## src/rtl/mic_frame_aligner.sv

```systemverilog
// Gathers one sample from each of mics A/B/C and emits them as an aligned triplet.
// Drops sets that overrun or time out. Define ALIGN_DROP_CNT_EN to get the drop_count port.
module mic_frame_aligner #(
    parameter int unsigned TIMEOUT_CYCLES = 512,
    parameter int unsigned DROP_CNT_W     = 8
) (
    input  logic        clk,
    input  logic        rst,
    input  logic        a_valid,
    input  logic        b_valid,
    input  logic        c_valid,
    input  logic [15:0] a_data,
    input  logic [15:0] b_data,
    input  logic [15:0] c_data,
    output logic        out_valid,
    output logic [15:0] out_a,
    output logic [15:0] out_b,
    output logic [15:0] out_c,
    output logic        overrun,
    output logic        timeout
`ifdef ALIGN_DROP_CNT_EN
    ,
    output logic [DROP_CNT_W-1:0] drop_count
`endif
);

    localparam int unsigned TW = (TIMEOUT_CYCLES > 2) ? $clog2(TIMEOUT_CYCLES) : 1;

    typedef enum logic {IDLE, FILL} state_t;

    state_t        state, state_n;
    logic [2:0]    flags, flags_n;
    logic [2:0]    valids;
    logic [TW-1:0] timer, timer_n;
    logic [15:0]   ha, hb, hc;
    logic          ovr, tmo, cmp;
    logic          out_valid_n;
    logic [15:0]   out_a_n, out_b_n, out_c_n;

    assign valids = {c_valid, b_valid, a_valid};

    always_comb begin
        ovr         = |(valids & flags);
        tmo         = !ovr && (state == FILL) && (timer == TW'(TIMEOUT_CYCLES - 1));
        cmp         = !ovr && !tmo && (&(flags | valids));
        state_n     = state;
        flags_n     = flags;
        timer_n     = (state == FILL) ? timer + TW'(1) : '0;
        out_valid_n = 1'b0;
        out_a_n     = out_a;
        out_b_n     = out_b;
        out_c_n     = out_c;
        if (ovr || tmo) begin
            // Discarded set restarts from whatever arrived on this edge.
            flags_n = valids;
            state_n = (|valids) ? FILL : IDLE;
            timer_n = '0;
        end else if (cmp) begin
            out_valid_n = 1'b1;
            out_a_n     = a_valid ? a_data : ha;
            out_b_n     = b_valid ? b_data : hb;
            out_c_n     = c_valid ? c_data : hc;
            flags_n     = '0;
            state_n     = IDLE;
            timer_n     = '0;
        end else if (|valids) begin
            flags_n = flags | valids;
            state_n = FILL;
        end
    end

    always_ff @(posedge clk or posedge rst) begin
        if (rst) begin
            state     <= IDLE;
            flags     <= '0;
            timer     <= '0;
            ha        <= '0;
            hb        <= '0;
            hc        <= '0;
            out_valid <= 1'b0;
            out_a     <= '0;
            out_b     <= '0;
            out_c     <= '0;
            overrun   <= 1'b0;
            timeout   <= 1'b0;
        end else begin
            state     <= state_n;
            flags     <= flags_n;
            timer     <= timer_n;
            if (a_valid) ha <= a_data;
            if (b_valid) hb <= b_data;
            if (c_valid) hc <= c_data;
            out_valid <= out_valid_n;
            out_a     <= out_a_n;
            out_b     <= out_b_n;
            out_c     <= out_c_n;
            overrun   <= ovr;
            timeout   <= tmo;
        end
    end

`ifdef ALIGN_DROP_CNT_EN
    always_ff @(posedge clk or posedge rst) begin
        if (rst) begin
            drop_count <= '0;
        end else if ((ovr || tmo) && (drop_count != '1)) begin
            drop_count <= drop_count + DROP_CNT_W'(1);
        end
    end
`endif

endmodule
```

## config.mk

```make
export PLATFORM = sky130hd
export DESIGN_NAME = mic_frame_aligner
export DESIGN_NICKNAME = d
export VERILOG_FILES = /design/src/rtl/mic_frame_aligner.sv
export SDC_FILE = /design/constraint.sdc
export NUM_CORES = 1
export LEC_CHECK = 0
export BUFFER_PORTS_ARGS = -buffer_cell sky130_fd_sc_hd__buf_4
export CELL_PAD_IN_SITES_DETAIL_PLACEMENT = 1
export CELL_PAD_IN_SITES_GLOBAL_PLACEMENT = 1
export CORE_UTILIZATION = 44
export CTS_CLUSTER_SIZE = 8
export DETAILED_ROUTE_END_ITERATION = 8
export PLACE_DENSITY_LB_ADDON = 0.1
export SLEW_MARGIN = 20
export SYNTH_ARGS = -nofsm -noshare
export SYNTH_HDL_FRONTEND = slang
export SYNTH_SLANG_ARGS = --single-unit
```

## constraint.sdc

```tcl
create_clock -name clk -period 3.8 [get_ports clk]
set_input_delay 0.38 -clock clk [delete_from_list [all_inputs] [get_ports clk]]
set_output_delay 0.38 -clock clk [all_outputs]
set_load 0.05 [all_outputs]
```

==> metrics.txt, run 1 <==
diodes inserted=0; Fillers=965; most used cell, CP=ha_1; hold buffers post-CTS=0; via count=2,466; final setup violation count=0; Synth Area in Adders=0.5620%; # DRC=0; die height=102.6 um; critical-path cell list=ha_1 -> and4_1 -> ha_1 -> nand2_1 -> and3_2 -> and2_4 -> buf_12 -> mux2_4; Fin. Hold Viols=0; Die X-Extent=102.6 um; post-synthesis cell type count=23; layout cells sized above 1=58.62%; total power=0.004578 W; Seq/Total Area, Yosys=62.94%; drt total wl=8.751 mm; first-pass GRT wire length=13.72 mm; number of I/O pins=104; cell count of the worst reg-to-reg path=8; # rows=36; Seq cells post-synth=112; final slew viol count=0; Seq. cell area=0.002803 sq mm; Root Buffer=clkbuf_8; syn_area_per_cell=16.55 sq um; clock-pin slew on the worst setup and hold paths=0.11 ns; vias in the first global route=2,641; final worst-path cycle share=69.74%; Post-Syn Instances=269; htree depth=3; largest net degree at the start of global routing=66; cell area after synthesis=0.004453 sq mm; Initial DRC Count=54; CP endpoint kind=register; mux cell area share after synthesis=28.07%; All-Layer GR Usage=17.51%; DRT antenna net count=0; P&R area growth vs syn=23.49%; count of input and output buffers=103; fmax=377.3 MHz; slowest stage delay, CP=0.53 ns; CP startpoint kind=register; FF-to-FF End=out_c[2]$_DFFE_PP0P_; end of the critical path=out_c[2]$_DFFE_PP0P_; post-synthesis compound-gate area fraction=0.8710%; drt wl/cell=17.16 um; initial antenna violation count=0; worst min path class=input port to asynchronous set/reset pin; Starting Density=45.56%; status=completed; CP Class=register to register; CTS Buf Count=9; number of max-cap violations=0; worst-margin pin slew=0.7927 ns; clk buf depth=2; latest clock arrival within the worst-skew pair=0.36 ns; number of setup buffers added after CTS=0; clock sink count=112; Worst Path Arrival=2.90 ns; die footprint=0.01053 sq mm; global placer's final weighted congestion=0.7170; post-synthesis simple-gate area fraction=3.344%; vias per inst=4.835; CTS tree=done; Multi-input gate area=0.001518 sq mm; Ys Warns=0; crit path max fanout=31; HPWL Detailed=6.071 mm; drt pass-1 iters=3; register-to-register setup slack=1.15 ns; Core Area=0.009774 sq mm; VDD IR max=0.4719 mV; critical path launch point=timer[0]$_DFF_PP0_; Critical-path top delay cell=and2_4; Congestion Overflow GR=0; Setup TNS=0 ns; post-synthesis xor/xnor area fraction=1.180%; Worst Skew=0.01516 ns; Post-Syn Nets=324; Worst Path Required=4.05 ns; FF-to-FF Start=timer[0]$_DFF_PP0_; main combinational cell family by area after synthesis=multiplexers; pwr dens=832.6 mW/mm^2; crit path time final=2.650 ns; Relative slew margins=47.16%; P_leak=2.594 nW; Resize count post-CTS=0; RSZ-0062 raised after global routing=no; Nets=428
synth_stat cells:
library cell	count	area (sq um)
ha_1	2	25.02
mux2_4	45	675.7
and3_2	1	7.510
buf_2	6	30.03
and3_1	1	6.260
and4_1	2	17.52
nand3_1	3	15.01
mux2_2	51	574.3
nand2_1	5	18.77
nor2_1	15	56.30
or4b_1	1	10.01
a21oi_1	4	20.02
dfrtp_1	112	2803
xnor2_1	1	8.760
nand4_1	1	6.260
buf_6	3	33.78
buf_8	4	60.06
a22oi_2	1	12.51
inv_1	3	11.26
xor2_1	5	43.79
and2_1	1	6.260
o22ai_1	1	6.260
nor3_1	1	5.000
cell families (layout without fill, tap and decap cells):
group,after synthesis,after routing
XOR/XNOR,6,6
AND/OR/NAND/NOR,31,31
multiplexers,96,96
AO/OA/AOI/OAI,6,6
flip-flops,112,112
adder cells (fa/ha/maj),2,2
buffers and inverters,16,124
final cells by class:
| cell class | instances | share of cell area, % |
|---|---|---|
| well taps | 133 | 3.026 |
| flip-flops and latches | 112 | 50.97 |
| inverters | 3 | 0.2503 |
| clock buffers | 9 | 2.253 |
| multi-input cells | 141 | 27.60 |
| clock inverters | 6 | 1.206 |
| repair buffers | 106 | 14.70 |
state kept, by name, summed over array words and instances, names as in the netlist, 3 cells and up:
signal  cells
ha         16
out_c      16
out_a      16
hb         16
flags       3
hc         16
out_b      16
timer       9
how the worst min path moves through the flow:
stage                                       end  slack, ns              from
after CTS                 out_a[14]$_DFFE_PP0P_       0.19               rst
final                          ha[10]$_DFF_PP0_       0.16               rst
after floorplan                hb[10]$_DFF_PP0_       0.47  hb[10]$_DFF_PP0_
after detailed placement        ha[4]$_DFF_PP0_       0.49   ha[4]$_DFF_PP0_
after global placement          hb[9]$_DFF_PP0_       0.48   hb[9]$_DFF_PP0_
after global routing           ha[10]$_DFF_PP0_       0.23               rst
metal layers:
metal | track usage, % | wire [um] | part of all wire [%] | vias to the layer above
met4 | 5.275 | 78 | 0.89 | 0
met3 | 5.085 | 519 | 5.9 | 8
met2 | 27.74 | 4393 | 50 | 65
li1 | - | - | - | 1127
met5 | 0 | 0 | 0 | -
met1 | 23.42 | 3760 | 43 | 1266
placed cells by master (no fill, tap or decap), drive strengths merged:
cell,instances
a21oi,4
a22oi,1
and2,1
and3,2
and4,2
buf,106
bufinv,1
clkbuf,9
clkinv,2
dfrtp,112
ha,2
inv,6
mux2,96
nand2,5
nand3,3
nand4,1
nor2,15
nor3,1
o22ai,1
or4b,1
xnor2,1
xor2,5
where the power goes:
| part | internal (W) | switching [W] | leakage, nW | total (W) |
|---|---|---|---|---|
| Clock | 0.000307 | 0.000395 | 0.100 | 0.000702 |
| Sequential | 0.00152 | 0.000196 | 1.34 | 0.00172 |
| Combinational | 0.000835 | 0.00132 | 1.16 | 0.00216 |
worst max-delay path, delay by kind of cell (launching register included):
family	cells	cell delay, ns
flops	1	0.44
buf+inv	1	0.29
mux	1	0.32
simple gates	4	1.02
fa+ha+maj	2	0.46
metrics by stage:
step | instance area (sq um) | utilization, % | hold WS (ns) | setup slack, ns | cells
2_1_floorplan | 4453 | - | 0.4681 | 0.4610 | 269
3_3_place_gp | 5309 | 54.31 | 0.4765 | 1.200 | 495
3_5_place_dp | 5309 | 54.31 | 0.4855 | 1.124 | 495
4_1_cts | 5499 | 56.26 | 0.1891 | 1.104 | 510
5_1_grt | 5499 | 56.26 | 0.2341 | 0.9843 | 510
6_report | 5499 | 56.26 | 0.1633 | 1.150 | 510
Power figures use the tool's default switching activity.
==> run 2, diff against run 1 <==
--- a/config.mk
+++ b/config.mk
@@ -5,10 +5,11 @@
 export SDC_FILE = /design/constraint.sdc
 export NUM_CORES = 1
 export LEC_CHECK = 0
+export ABC_AREA = 1
 export BUFFER_PORTS_ARGS = -buffer_cell sky130_fd_sc_hd__buf_4
 export CELL_PAD_IN_SITES_DETAIL_PLACEMENT = 1
 export CELL_PAD_IN_SITES_GLOBAL_PLACEMENT = 1
-export CORE_UTILIZATION = 44
+export CORE_UTILIZATION = 40
 export CTS_CLUSTER_SIZE = 8
 export DETAILED_ROUTE_END_ITERATION = 8
 export PLACE_DENSITY_LB_ADDON = 0.1
==> constraint.sdc (replaced) <==
create_clock -name clk -period 2.6 [get_ports clk]
set_input_delay 0.26 -clock clk [delete_from_list [all_inputs] [get_ports clk]]
set_output_delay 0.26 -clock clk [all_outputs]
set_load 0.05 [all_outputs]
==> metrics.txt, run 2 <==
status=completed (unchanged); Congestion Overflow GR=0 (unchanged); Placed Instance Area=0.005385 sq mm (was 0.005309 sq mm); combinational share of power=43.4% (was 47.1%); Top Usage Layer GRT=met2 (unchanged); CP startpoint kind=register (unchanged); Multi-input gate area=0.001474 sq mm (was 0.001518 sq mm); clk buf depth=2 (unchanged); most used cell, CP=nor2_1 (was ha_1); initial antenna violation count=0 (unchanged); via count=3,691 (was 2,466); layout cells sized above 1=22.50% (was 58.62%); GR Util met2=35.67% (was 27.74%); # DRC=0 (unchanged); post-route cell area=0.005707 sq mm (was 0.005499 sq mm); Post-Syn Instances=508 (was 269); diodes inserted=0 (unchanged); HPWL Detailed=7.332 mm (was 6.071 mm); P_leak=3.192 nW (was 2.594 nW); Core Area=0.01098 sq mm (was 0.009774 sq mm); cell count of the worst reg-to-reg path=12 (was 8); CP endpoint kind=register (unchanged); latest clock arrival within the worst-skew pair=0.35 ns (was 0.36 ns); post-synthesis async set-or-reset flop share=100.0% (unchanged); vias per inst=4.928 (was 4.835); die footprint=0.01181 sq mm (was 0.01053 sq mm); worst min path class=input port to asynchronous set/reset pin (unchanged); die height=108.7 um (was 102.6 um); slowest stage delay, CP=0.39 ns (was 0.53 ns); FF-to-FF End=timer[5]$_DFF_PP0_ (was out_c[2]$_DFFE_PP0P_); met3 global-route usage=3.108% (was 5.085%); Layout Utilization=51.96% (was 56.26%); P&R area growth vs syn=25.41% (was 23.49%); Seq. cell area=0.002803 sq mm (unchanged); first-pass GRT wire length=18.75 mm (was 13.72 mm); All-Layer GR Usage=20.81% (was 17.51%); Worst path top cell family by delay=simple AND/OR/NAND/NOR gates (unchanged); worst-margin pin slew=0.6373 ns (was 0.7927 ns); number of I/O pins=104 (unchanged); CTS Buf Count=9 (unchanged); final slew viol count=0 (unchanged); # rows=38 (was 36); top-area cell type share of the netlist area=61.59% (was 62.94%); commonest non-fill, non-tap cell in the layout=nand2_1 (was dfrtp_1); Starting Density=41.43% (was 45.56%); FF-to-FF Start=timer[0]$_DFF_PP0_ (unchanged); Seq/Total Area, Yosys=61.59% (was 62.94%); count of input and output buffers=103 (unchanged); CP Class=register to register (unchanged); register-to-register setup slack=0.32 ns (was 1.15 ns); DRT antenna net count=0 (unchanged); number of max-cap violations=0 (unchanged); crit path time final=2.280 ns (was 2.650 ns); met1 usage=26.62% (was 23.42%); Worst Path Required=2.87 ns (was 4.05 ns); sw power=0.003026 W (was 0.001912 W); Post-Syn Nets=563 (was 324); Setup TNS=0 ns (unchanged); CTS tree=done (unchanged); Ys Warns=0 (unchanged); Fin. Hold Viols=0 (unchanged); Internal=0.003831 W (was 0.002666 W); Place WS=0.2513 ns (was 1.124 ns); RSZ-0062 raised after global routing=no (unchanged); clock share of power=21.2% (was 15.3%); crit path max fanout=37 (was 31); final worst-path cycle share=87.69% (was 69.74%); crit path buf inv count=2 (was 1); Fillers=1,301 (was 965); Critical-path top delay cell=dfrtp_1 (was and2_4); largest net degree at the start of global routing=113 (was 66); vias in the first global route=3,906 (was 2,641); placed cell count=733 (was 495); Relative slew margins=57.51% (was 47.16%); Finished Layout Cells=749 (was 510); VDD IR max=0.5224 mV (was 0.4719 mV); Nets=659 (was 428); Worst Skew=0.008357 ns (was 0.01516 ns); area leader, netlist=dfrtp_1 (unchanged); Die X-Extent=108.7 um (was 102.6 um); Initial DRC Count=119 (was 54); number of setup buffers added after CTS=0 (unchanged); Worst Path Arrival=2.55 ns (was 2.90 ns); drt wl/cell=14.95 um (was 17.16 um); critical-path cell list=ha_1 -> nand2_1 -> nor2_1 -> nand4_1 -> nor2_1 -> ha_1 -> nand2_1 -> inv_1 -> nor2_4 -> buf_6 -> nand3_1 -> nor2_1 (was ha_1 -> and4_1 -> ha_1 -> nand2_1 -> and3_2 -> and2_4 -> buf_12 -> mux2_4); fmax=438.6 MHz (was 377.3 MHz); Area contributors post-synth=dfrtp_1, nand2_1, nand3_1 (was dfrtp_1, mux2_4, mux2_2); Root Buffer=clkbuf_16 (was clkbuf_8); post-synthesis cell type count=20 (was 23); drt pass-1 iters=4 (was 3); cell area after synthesis=0.004551 sq mm (was 0.004453 sq mm); sequential share of power=35.5% (was 37.6%); htree depth=3 (unchanged); drt total wl=11.20 mm (was 8.751 mm); Worst Slack Setup Final=0.3200 ns (was 1.150 ns); final setup violation count=0 (unchanged); clock-pin slew on the worst setup and hold paths=0.07 ns (was 0.11 ns); top post-synthesis cells by count=nand2_1, dfrtp_1, nand3_1 (was dfrtp_1, mux2_2, mux2_4); number of enable flip-flop cells after synthesis=0 (unchanged); most frequent cell after synthesis=nand2_1 (was dfrtp_1); global placer's final weighted congestion=0.7603 (was 0.7170); Switching Fraction=44.13% (was 41.77%); ys flop type=dfrtp_1 (unchanged); Seq cells post-synth=112 (unchanged); syn_area_per_cell=8.958 sq um (was 16.55 sq um); pwr dens=1201 mW/mm^2 (was 832.6 mW/mm^2); clock sink count=112 (unchanged); commonest cells after routing, fill and taps aside=nand2_1, dfrtp_1, buf_4 (was dfrtp_1, buf_4, mux2_2)
==> run 2: cell types whose count changed after synthesis, sizes merged, moves of 2 or more <==
cell,change
a21oi,-3
and3,-2
and4,-2
buf,+6
clkbuf,+6
inv,+18
mux2,-96
nand2,+259
nand3,+55
nand4,+7
nor2,-2
xor2,-3
==> run 2: worst max-delay path by stage <==
stage / cells after the start / end / start
CTS: 12 / timer[5]$_DFF_PP0_ / timer[0]$_DFF_PP0_
global route: 12 / timer[5]$_DFF_PP0_ / timer[0]$_DFF_PP0_
floorplan: 13 / out_a[15]$_DFFE_PP0P_ / timer[0]$_DFF_PP0_
finish: 12 / timer[5]$_DFF_PP0_ / timer[0]$_DFF_PP0_
detailed placement: 12 / timer[5]$_DFF_PP0_ / timer[0]$_DFF_PP0_
global placement: 12 / timer[7]$_DFF_PP0_ / timer[0]$_DFF_PP0_
==> run 2: cell families (layout without fill, tap and decap cells) <==
logic type | after synthesis | count (layout) | share of synthesized area [%]
and+or+nand+nor | 344 | 344 | 31.15
DFF | 112 | 112 | 61.59
buffers and inverters | 46 | 147 | 6.021
xor gates and xnor gates | 3 | 3 | 0.5775
adders and majority gates | 2 | 2 | 0.5498
AOI/OAI and AO/OA | 1 | 1 | 0.1099
==> run 2: cell type report <==
class,count,share of cell area [%]
inverters,21,1.447
well taps,140,3.070
multi-input cells,350,25.83
clock inverters,4,0.8989
repair buffers,110,14.97
flip-flops and latches,112,49.11
clock buffers,12,4.670
==> run 2: timing repair <==
action | 4_1_cts | 5_1_grt
endpoints found under the setup margin | 0 | 2
resized for setup | 0 | 1
hold buffers | 0 | 0
==> run 2: power groups by stage <==
stage          registers [W]  logic (W)  clock network (W)
2_1_floorplan        0.00359    0.00101                  0
3_3_place_gp         0.00245    0.00295                  0
3_5_place_dp         0.00246    0.00300                  0
4_1_cts              0.00244    0.00301            0.00148
5_1_grt              0.00249    0.00321            0.00155
6_report             0.00243    0.00297            0.00145
==> run 2: per-stage QoR <==
step / hold WS (ns) / power [W]
3_3_place_gp: 0.4512 / 0.005404
6_report: 0.04477 / 0.006857
2_1_floorplan: 0.3965 / 0.004595
3_5_place_dp: 0.4572 / 0.005468
4_1_cts: 0.1216 / 0.006936
5_1_grt: 0.1248 / 0.007243
==> run 2: layer usage <==
| metal | wire length (um) | up-vias |
|---|---|---|
| met2 | 5728 | 75 |
| met1 | 4901 | 1832 |
| met3 | 433 | 11 |
| met5 | 0 | - |
| met4 | 137 | 0 |
| li1 | - | 1773 |
==> run 2: tightest hold or removal path: stages <==
cell and delay, ns:
buf_4 0.12, clkinvlp_4 0.07, buf_12 0.40
